## config.mk

```make
export PLATFORM = sky130hd
export DESIGN_NAME = dpwm_config_controller
export DESIGN_NICKNAME = d
export VERILOG_FILES = /design/src/rtl/dpwm_config_controller.sv
export SDC_FILE = /design/constraint.sdc
export NUM_CORES = 1
export LEC_CHECK = 0
export BUFFER_PORTS_ARGS = -buffer_cell sky130_fd_sc_hd__buf_2
export CORE_ASPECT_RATIO = 1.4
export CORE_UTILIZATION = 56
export DETAILED_ROUTE_END_ITERATION = 10
export HOLD_SLACK_MARGIN = 0.08
export PLACE_DENSITY = 0.76
export SYNTH_ARGS = -nofsm -noshare
export SYNTH_HDL_FRONTEND = slang
export SYNTH_SLANG_ARGS = --single-unit
```

## constraint.sdc

```tcl
create_clock -name clk_100MHz -period 3.6 [get_ports clk_100MHz]
set_input_delay 0.54 -clock clk_100MHz [delete_from_list [all_inputs] [get_ports clk_100MHz]]
set_output_delay 0.54 -clock clk_100MHz [all_outputs]
set_load 0.02 [all_outputs]
```

## src/rtl/dpwm_config_controller.sv

```systemverilog
// Button-driven frequency/duty index controller for the DPWM datapath, with
// hold-to-auto-repeat stepping and a soft-start ramp on the applied duty.
module dpwm_config_controller #(
    parameter int FREQ_MAX      = 9,
    parameter int DUTY_MAX      = 9,
    parameter int FREQ_RESET    = 0,
    parameter int DUTY_RESET    = 5,
    parameter int HOLD_CYCLES   = 50_000_000,
    parameter int REPEAT_CYCLES = 10_000_000,
    parameter int RAMP_CYCLES   = 1_000_000
) (
    input  logic       clk_100MHz,
    input  logic       rst_n,
    input  logic       up,
    input  logic       down,
    input  logic       funct_select,
    output logic [3:0] freq_index,
    output logic [3:0] duty_index,
    output logic [3:0] duty_applied,
    output logic       ramping,
    output logic       update_strobe
);

    localparam int CNT_MAX = (HOLD_CYCLES > REPEAT_CYCLES)
                           ? ((HOLD_CYCLES > RAMP_CYCLES) ? HOLD_CYCLES : RAMP_CYCLES)
                           : ((REPEAT_CYCLES > RAMP_CYCLES) ? REPEAT_CYCLES : RAMP_CYCLES);
    localparam int CNT_W   = (CNT_MAX > 2) ? $clog2(CNT_MAX) : 1;

    typedef enum logic [1:0] {IDLE, HOLD, REPEAT} state_t;

    state_t             state_q, state_d;
    logic [CNT_W-1:0]   cnt_q, cnt_d;
    logic [CNT_W-1:0]   ramp_cnt_q, ramp_cnt_d;
    logic [3:0]         freq_q, freq_d;
    logic [3:0]         duty_q, duty_d;
    logic [3:0]         applied_q, applied_d;
    logic               ramping_q, ramping_d;
    logic               strobe_q, strobe_d;
    logic               up_prev_q, down_prev_q;
    logic               dir_up_q, dir_up_d;
    logic               fsel_q, fsel_d;
    logic               started_q;

    logic               press_up, press_down, abort;
    logic               do_step, step_up, step_sel;

    function automatic logic [3:0] sat_step(input logic [3:0] v, input logic inc,
                                            input logic [3:0] lim);
        if (inc) return (v >= lim) ? v : v + 4'd1;
        else     return (v == 4'd0) ? v : v - 4'd1;
    endfunction

    // A press counts only on the cycle a button is first seen high, alone.
    assign press_up   = up & ~down & ~up_prev_q;
    assign press_down = down & ~up & ~down_prev_q;
    assign abort      = (dir_up_q ? ~up : ~down) | (up & down) | (funct_select != fsel_q);

    always_comb begin
        state_d  = state_q;
        cnt_d    = cnt_q;
        freq_d   = freq_q;
        duty_d   = duty_q;
        dir_up_d = dir_up_q;
        fsel_d   = fsel_q;
        do_step  = 1'b0;
        step_up  = dir_up_q;
        step_sel = fsel_q;

        case (state_q)
            IDLE: begin
                if (press_up || press_down) begin
                    do_step  = 1'b1;
                    step_up  = press_up;
                    step_sel = funct_select;
                    dir_up_d = press_up;
                    fsel_d   = funct_select;
                    cnt_d    = CNT_W'(HOLD_CYCLES - 1);
                    state_d  = HOLD;
                end
            end
            HOLD, REPEAT: begin
                if (abort) begin
                    state_d = IDLE;
                end else if (cnt_q == '0) begin
                    do_step = 1'b1;
                    cnt_d   = CNT_W'(REPEAT_CYCLES - 1);
                    state_d = REPEAT;
                end else begin
                    cnt_d = cnt_q - CNT_W'(1);
                end
            end
            default: state_d = IDLE;
        endcase

        if (do_step) begin
            if (step_sel) duty_d = sat_step(duty_q, step_up, 4'(DUTY_MAX));
            else          freq_d = sat_step(freq_q, step_up, 4'(FREQ_MAX));
        end

        strobe_d = (freq_d != freq_q) || (duty_d != duty_q);

        // Frequency change (or first cycle out of reset) overrides any ramp activity.
        applied_d  = applied_q;
        ramp_cnt_d = ramp_cnt_q;
        if (!started_q || (freq_d != freq_q)) begin
            applied_d  = 4'd0;
            ramp_cnt_d = '0;
        end else if (duty_d < applied_q) begin
            applied_d  = duty_d;
            ramp_cnt_d = '0;
        end else if (applied_q < duty_q) begin
            if (ramp_cnt_q == CNT_W'(RAMP_CYCLES - 1)) begin
                applied_d  = applied_q + 4'd1;
                ramp_cnt_d = '0;
            end else begin
                ramp_cnt_d = ramp_cnt_q + CNT_W'(1);
            end
        end else begin
            ramp_cnt_d = '0;
        end

        ramping_d = (applied_q < duty_q);
    end

    always_ff @(posedge clk_100MHz or negedge rst_n) begin
        if (!rst_n) begin
            state_q     <= IDLE;
            cnt_q       <= '0;
            ramp_cnt_q  <= '0;
            freq_q      <= 4'(FREQ_RESET);
            duty_q      <= 4'(DUTY_RESET);
            applied_q   <= 4'd0;
            ramping_q   <= 1'b0;
            strobe_q    <= 1'b0;
            up_prev_q   <= 1'b0;
            down_prev_q <= 1'b0;
            dir_up_q    <= 1'b0;
            fsel_q      <= 1'b0;
            started_q   <= 1'b0;
        end else begin
            state_q     <= state_d;
            cnt_q       <= cnt_d;
            ramp_cnt_q  <= ramp_cnt_d;
            freq_q      <= freq_d;
            duty_q      <= duty_d;
            applied_q   <= applied_d;
            ramping_q   <= ramping_d;
            strobe_q    <= strobe_d;
            up_prev_q   <= up;
            down_prev_q <= down;
            dir_up_q    <= dir_up_d;
            fsel_q      <= fsel_d;
            started_q   <= 1'b1;
        end
    end

    assign freq_index    = freq_q;
    assign duty_index    = duty_q;
    assign duty_applied  = applied_q;
    assign ramping       = ramping_q;
    assign update_strobe = strobe_q;

endmodule

```

==> results of run 1 <==
synthesized netlist by cell type, drive strengths merged, types with 3 or more instances:
| master | instances | area (um^2) |
|---|---|---|
| a211oi | 3 | 22.5 |
| a21oi | 19 | 98.9 |
| a31oi | 8 | 50.1 |
| and2 | 3 | 23.8 |
| and3 | 7 | 43.8 |
| and4 | 3 | 26.3 |
| buf | 7 | 40.0 |
| clkbuf | 7 | 26.3 |
| dfrtp | 71 | 1780 |
| ha | 17 | 213 |
| inv | 24 | 90.1 |
| mux2i | 3 | 30.0 |
| nand2 | 40 | 153 |
| nand2b | 9 | 56.3 |
| nand3 | 28 | 140 |
| nand4 | 9 | 71.3 |
| nor2 | 59 | 221 |
| nor2b | 3 | 18.8 |
| nor3 | 16 | 80.1 |
| nor3b | 3 | 22.5 |
| nor4 | 13 | 109 |
| nor4b | 4 | 35.0 |
| o211ai | 3 | 22.5 |
| o21a | 6 | 45.0 |
| o21ai | 40 | 200 |
| o31a | 3 | 26.3 |
| o31ai | 3 | 22.5 |
| o41ai | 7 | 61.3 |
| or2 | 5 | 31.3 |
| or3 | 6 | 37.5 |
| or4 | 3 | 30.0 |
| xnor2 | 14 | 123 |
| xor2 | 16 | 140 |
how the worst max path moves through the flow:
stage / to / slack (ps) / cells past startpoint
2_1_floorplan: ramp_cnt_q[16] / 20 / 17
3_3_place_gp: ramp_cnt_q[7] / 60 / 15
3_5_place_dp: ramp_cnt_q[3] / -70 / 17
4_1_cts: ramp_cnt_q[3] / 2 / 14
5_1_grt: duty_applied[3] / -170 / 14
6_report: duty_applied[2] / -110 / 15
flip-flops by register name, indices dropped and copies added (netlist names):
signal	flops
state_q	2
freq_index	4
ramp_cnt_q	26
dir_up_q	1
cnt_q	26
down_prev_q	1
ramping	1
duty_applied	4
duty_index	4
fsel_q	1
started_q	1
up_prev_q	1
update_strobe	1
per-layer routing:
metal / share of wire [%] / vias up / wire length [um]
met5: 0 / - / 0
met4: 3.3 / 0 / 357
met3: 3.5 / 35 / 383
met2: 54 / 124 / 5840
met1: 39 / 1966 / 4210
li1: - / 1887 / -
repair_timing:
action,4_1_cts,5_1_grt
gates cloned,0,1
gates resized for setup,4,40
pin swaps,1,20
setup endpoints to repair,26,29
setup buffers,0,13
area by class of cell:
cell class,instances,area [um^2]
Inverter,24,90.1
Clock buffer,11,141
Clock inverter,5,103
Timing Repair Buffer,57,419
Fill cell,595,2360
Tap cell,100,125
Multi-Input combinational cell,382,2630
Sequential cell,73,1830
metrics by stage:
| stage | worst slack, ps | setup TNS [ps] | power, mW | hold slack (ps) |
|---|---|---|---|---|
| after floorplan | 24.8 | 0 | 2.06 | 244 |
| after global placement | 56.9 | 0 | 2.43 | 458 |
| after detailed placement | -74.2 | -1260 | 2.49 | 507 |
| after CTS | 1.80 | 0 | 3.31 | 336 |
| after global routing | -166 | -3370 | 3.79 | 343 |
| final | -108 | -1590 | 3.58 | 290 |
where the power goes:
group          internal [mW]  switching [mW]
Combinational          0.694           0.960
Sequential             0.956           0.168
Clock                  0.478           0.323
Total                   2.13            1.45
logic make-up after synthesis:
| group | count (synthesis) |
|---|---|
| adders and majority gates | 17 |
| xor gates and xnor gates | 30 |
| AOI/OAI and AO/OA | 111 |
| muxes | 5 |
| buffers and inverters | 38 |
| and+or+nand+nor | 218 |
| DFF | 73 |
| other | 1 |
==> flow_metrics.env, run 1 <==
export IMPL_tightest_slew_ps=910
export IMPL_drt_wirelength_per_cell_um=16.6
export IMPL_synth_top_family_by_area="simple AND/OR/NAND/NOR gates"
export IMPL_crit_buf_inv=3
export IMPL_instances_no_fill=652
export IMPL_grt_met2_usage_pct=48.5
export IMPL_hp_class="input pin to async pin"
export IMPL_setup_violations=28
export IMPL_clk_pin_slew_worst_paths_ps=80
export IMPL_htreeDepth=3
export IMPL_start_kind="flip-flop"
export IMPL_fmax_ghz=0.270
export IMPL_fin_crit_sh_pct=103
export IMPL_final_common_cell="dfrtp_1"
export IMPL_nets=569
export IMPL_min_period_ps=3710
export IMPL_crit_arrival_ps=4010
export IMPL_cts_sinks=73
export IMPL_synthesis_instances=493
export IMPL_r2r_start="state_q[0]"
export IMPL_status="complete, but fails checks"
export IMPL_grt_start_max_net_pins=74
export IMPL_async_flop_share_pct=100
export IMPL_cts_hold_buffers=0
export IMPL_grt_use_total_pct=26.7
export IMPL_drv_slew=0
export IMPL_required_ps=3910
export IMPL_ant_nets=0
export IMPL_ys_flop_type="dfrtp_1"
export IMPL_place_congestion=0.851
export IMPL_antenna_found_initial=0
export IMPL_drcViolationCount=0
export IMPL_grt_pass1_vias=3815
export IMPL_ys_ff_latch=73
export IMPL_clk_latency_ps=370
export IMPL_placed_area_mm2=0.00479
export IMPL_final_cell_area_mm2=0.00534
export IMPL_gr_usage_met1_pct=29.6
export IMPL_core_rowCount=38
export IMPL_portBuffers=18
export IMPL_core_area_mm2=0.00770
export IMPL_hold_violations=0
export IMPL_r2r_end="duty_applied[2]"
export IMPL_die_w_um=77.2
export IMPL_leakage_nw=2.16
export IMPL_cp_common_cell="inv_1"
export IMPL_cp_top_family="compound AO/OA/AOI/OAI gates"
export IMPL_r2r_slack_ps=-110
export IMPL_die_h_um=107
export IMPL_crit_path_max_incr_delay_ps=440
export IMPL_area_growth_pct=20.4
export IMPL_cts_tree="built"
export IMPL_skew_ps=14.6
export IMPL_crit_chain="inv_1, ha_1, and4bb_1, a21oi_1, inv_1, o311ai_1, o211ai_1, ha_2, nor2_2, nand3_2, or3_4, o211a_4, buf_6, a21oi_2, o21a_1"
export IMPL_ys_warn_count=0
export IMPL_synth_net_count=515
export IMPL_start_util_pct=57.6
export IMPL_first_pass_iters=5
export IMPL_cap_viol_max_count=0
export IMPL_synth_adder_area_share_pct=4.80
export IMPL_die_area_mm2=0.00828
export IMPL_synth_cell_area_mm2=0.00443
export IMPL_grt_pass1_wl_mm=17.3
export IMPL_synth_simple_area_share_pct=26.4
export IMPL_syn_avg_cell_area_um2=8.99
export IMPL_synth_distinct_cells=67
export IMPL_maxSlewHeadroom_pct=39.3
export IMPL_setup_ws_ps=-108
export IMPL_synth_compound_area_share_pct=16.8
export IMPL_busiest_layer="met2"
export IMPL_crit_path_end_kind="flip-flop"
export IMPL_seq_area_frac_synth_pct=41.3
export IMPL_cts_buffers=9
export IMPL_clockBufferDepth=2
export IMPL_postLayoutCoreUtil_pct=69.3
export IMPL_synth_xor_xnor_area_share_pct=5.93
export IMPL_yosys_mux_area_fraction_pct=1.19
export IMPL_drive_gt1_share_pct=22.1
export IMPL_grt_ovfl_total=0
export IMPL_dp_hpwl_mm=7.05
export IMPL_timing_critical_path_slowest_stage_cell="o311ai_1"
export IMPL_p_per_area_mw_per_mm2=670
export IMPL_rsz0062_at_grt="true"
export IMPL_vias_per_cell=6.15
export IMPL_irDropWorstVdd_mv=0.391
export IMPL_place_inst=622
export IMPL_antenna_cells=0
export IMPL_reg2regPathDepth=15
export IMPL_wirelength_mm=10.8
export IMPL_critPathKind="flip-flop to flip-flop"
export IMPL_crit_path_start="state_q[0]"
export IMPL_synth_edf_count=0
export IMPL_final_cell_mix="dfrtp_1, nor2_1, o21ai_0, nand2_1, buf_4"
export IMPL_grt_use_met3_pct=4.92
export IMPL_vias=4012
export IMPL_crit_fanout=8
export IMPL_violations="setup timing"
export IMPL_root_buffer="clkbuf_8"
export IMPL_pin_count=19
export IMPL_drt_iter0_drc=319
Power figures use the tool's default switching activity.
==> run 2, diff against run 1 <==
==> constraint.sdc (replaced) <==
create_clock -name clk_100MHz -period 3.4 [get_ports clk_100MHz]
set_input_delay 0.51 -clock clk_100MHz [delete_from_list [all_inputs] [get_ports clk_100MHz]]
set_output_delay 0.51 -clock clk_100MHz [all_outputs]
set_load 0.02 [all_outputs]
==> run 2 against run 1 <==
The flow still finishes with violations (setup timing). Wire length down 1.8%. Sequential share of layout area up 0.088 points. Combinational power increased by 5%. Count of clock-buffer cells in the layout shrank 2. Non-clock buffer count is 6 higher. Design area fell by 0.26%.
==> flow_metrics.env, run 2 (synthesized netlist as in run 1, its figures left out) <==
export IMPL_p_sw_share_pct=41.8
export IMPL_crit_fanout=6
export IMPL_hold_violations=0
export IMPL_violations="setup timing"
export IMPL_cp_top_family="simple AND/OR/NAND/NOR gates"
export IMPL_maxSlewHeadroom_pct=34.9
export IMPL_tightest_slew_ps=966
export IMPL_drcViolationCount=0
export IMPL_setup_violations=29
export IMPL_whs_ps=257
export IMPL_crit_path_end_kind="flip-flop"
export IMPL_drive_gt1_share_pct=23.8
export IMPL_internal_power_mw=2.12
export IMPL_antenna_found_initial=0
export IMPL_fin_crit_sh_pct=103
export IMPL_placed_area_mm2=0.00493
export IMPL_grt_pass1_vias=3912
export IMPL_final_common_cell="dfrtp_1"
export IMPL_grt_pass1_wl_mm=17.4
export IMPL_place_inst=636
export IMPL_drv_slew=0
export IMPL_clk_pin_slew_worst_paths_ps=70
export IMPL_die_w_um=77.2
export IMPL_irDropWorstVdd_mv=0.405
export IMPL_start_util_pct=57.6
export IMPL_cts_sinks=73
export IMPL_vias=3996
export IMPL_p_sw_mw=1.52
export IMPL_crit_buf_inv=0
export IMPL_clk_latency_ps=360
export IMPL_drt_wirelength_per_cell_um=16.1
export IMPL_cts_tree="built"
export IMPL_area_growth_pct=20.1
export IMPL_crit_path_max_incr_delay_ps=560
export IMPL_antenna_cells=0
export IMPL_first_pass_iters=5
export IMPL_cts_buffers=9
export IMPL_final_cell_area_mm2=0.00533
export IMPL_setup_tns_ps=-2610
export IMPL_total_power_mw=3.64
export IMPL_instances_no_fill=660
export IMPL_die_area_mm2=0.00828
export IMPL_critPathKind="flip-flop to flip-flop"
export IMPL_reg_largest_list="cnt_q x26, ramp_cnt_q x26"
export IMPL_rsz0062_at_grt="true"
export IMPL_status="complete, but fails checks"
export IMPL_fmax_ghz=0.284
export IMPL_root_buffer="clkbuf_8"
export IMPL_final_cell_mix="dfrtp_1, nor2_1, buf_4, nand2_1, o21ai_0"
export IMPL_core_rowCount=38
export IMPL_crit_arrival_ps=3800
export IMPL_grt_use_total_pct=26.6
export IMPL_min_period_ps=3520
export IMPL_vias_per_cell=6.05
export IMPL_setup_ws_ps=-116
export IMPL_skew_ps=14.0
export IMPL_leakage_nw=2.17
export IMPL_portBuffers=18
export IMPL_die_h_um=107
export IMPL_nets=578
export IMPL_dp_hpwl_mm=7.07
export IMPL_timing_critical_path_slowest_stage_cell="or4_4"
export IMPL_core_area_mm2=0.00770
export IMPL_grt_ovfl_total=0
export IMPL_required_ps=3690
export IMPL_pin_count=19
export IMPL_htreeDepth=3
export IMPL_grt_start_max_net_pins=74
export IMPL_pwr_share_clk_pct=20.1
export IMPL_ant_nets=0
export IMPL_wirelength_mm=10.6
export IMPL_hp_class="input pin to async pin"
export IMPL_power_frac_seq_pct=32.3
export IMPL_clockBufferDepth=2
export IMPL_place_congestion=0.878
export IMPL_combPwrFrac_pct=47.6
export IMPL_cap_viol_max_count=0
export IMPL_start_kind="flip-flop"
export IMPL_drt_iter0_drc=269
export IMPL_crit_chain="or4_4, nor4_4, and2_4, nand4_4, a2111oi_4, a311oi_2, ha_2, o21a_1, o21ai_2, nand2b_1, a21boi_4, o211a_4, nand3_2, nor2_1"
export IMPL_p_per_area_mw_per_mm2=684
[run 2: cell types whose count changed in the layout (fill, tap and decap cells not counted), sizes merged]
cell	previous run	this run
buf	56	63
bufinv	3	2
clkbuf	12	9
clkinv	1	4
clkinvlp	1	0
nand2	40	41
nand3	28	29
o211a	2	3
[run 2: routing by layer]
metal  global-route usage [%]  part of all wire [%]  vias to the layer above
met5                        0                     0                        -
met4                     14.4                   3.0                        0
met3                     3.98                   3.1                       34
met2                     47.9                    53                       99
met1                     29.9                    41                     1944
li1                         -                     -                     1919
[run 2: final cells by class]
type | instances | area (um^2)
multi-input cells | 385 | 2640
inverters | 24 | 90.1
clock inverters | 6 | 83.8
clock buffers | 9 | 124
flip-flops and latches | 73 | 1830
repair buffers | 63 | 430
fillers | 602 | 2380
well taps | 100 | 125
[run 2: worst paths after layout]
kind | startpoint | to | slack [ps] | depth (start not counted)
setup / recovery | cnt_q[22] | ramp_cnt_q[19] | -120 | 14
hold / removal | rst_n | cnt_q[18] | 260 | 1
setup reg to reg | cnt_q[22] | ramp_cnt_q[19] | -120 | 14
hold reg to reg | cnt_q[11] | cnt_q[11] | 490 | 2
max in group asynchronous | rst_n | state_q[1] | 2530 | 1
min in group clk_100MHz | up | up_prev_q | 330 | 1
[run 2: worst register-to-register path, cell delays in order, from the launching register on]
cell and delay [ps]:
dfrtp_1 390, or4_4 560, nor4_4 320, and2_4 220, nand4_4 110, a2111oi_4 320, a311oi_2 100, ha_2 340
o21a_1 130, o21ai_2 60, nand2b_1 110, a21boi_4 220, o211a_4 280, nand3_2 160, nor2_1 130
[run 2: stage by stage]
step                worst slack [ps]  util (%)
floorplan                       10.8         -
global placement                19.7      64.0
detailed placement              -100      64.0
CTS                            -33.8      67.2
global route                    -274      69.2
finish                          -116      69.2
[run 2: power by group through the flow]
stage | logic [mW] | registers (mW) | clock network, mW
after floorplan | 0.981 | 1.25 | 0
after global placement | 1.46 | 1.18 | 0
after detailed placement | 1.50 | 1.19 | 0
after CTS | 1.56 | 1.17 | 0.750
after global routing | 1.90 | 1.20 | 0.785
final | 1.73 | 1.18 | 0.732
[run 2: timing repair]
action | CTS | global route
endpoints found under the hold margin | 0 | 0
pin swaps | 5 | 12
setup endpoints to repair | 29 | 30
setup buffers | 2 | 4
cloned | 0 | 3
gates resized for setup | 4 | 23
hold buffers | 0 | 0
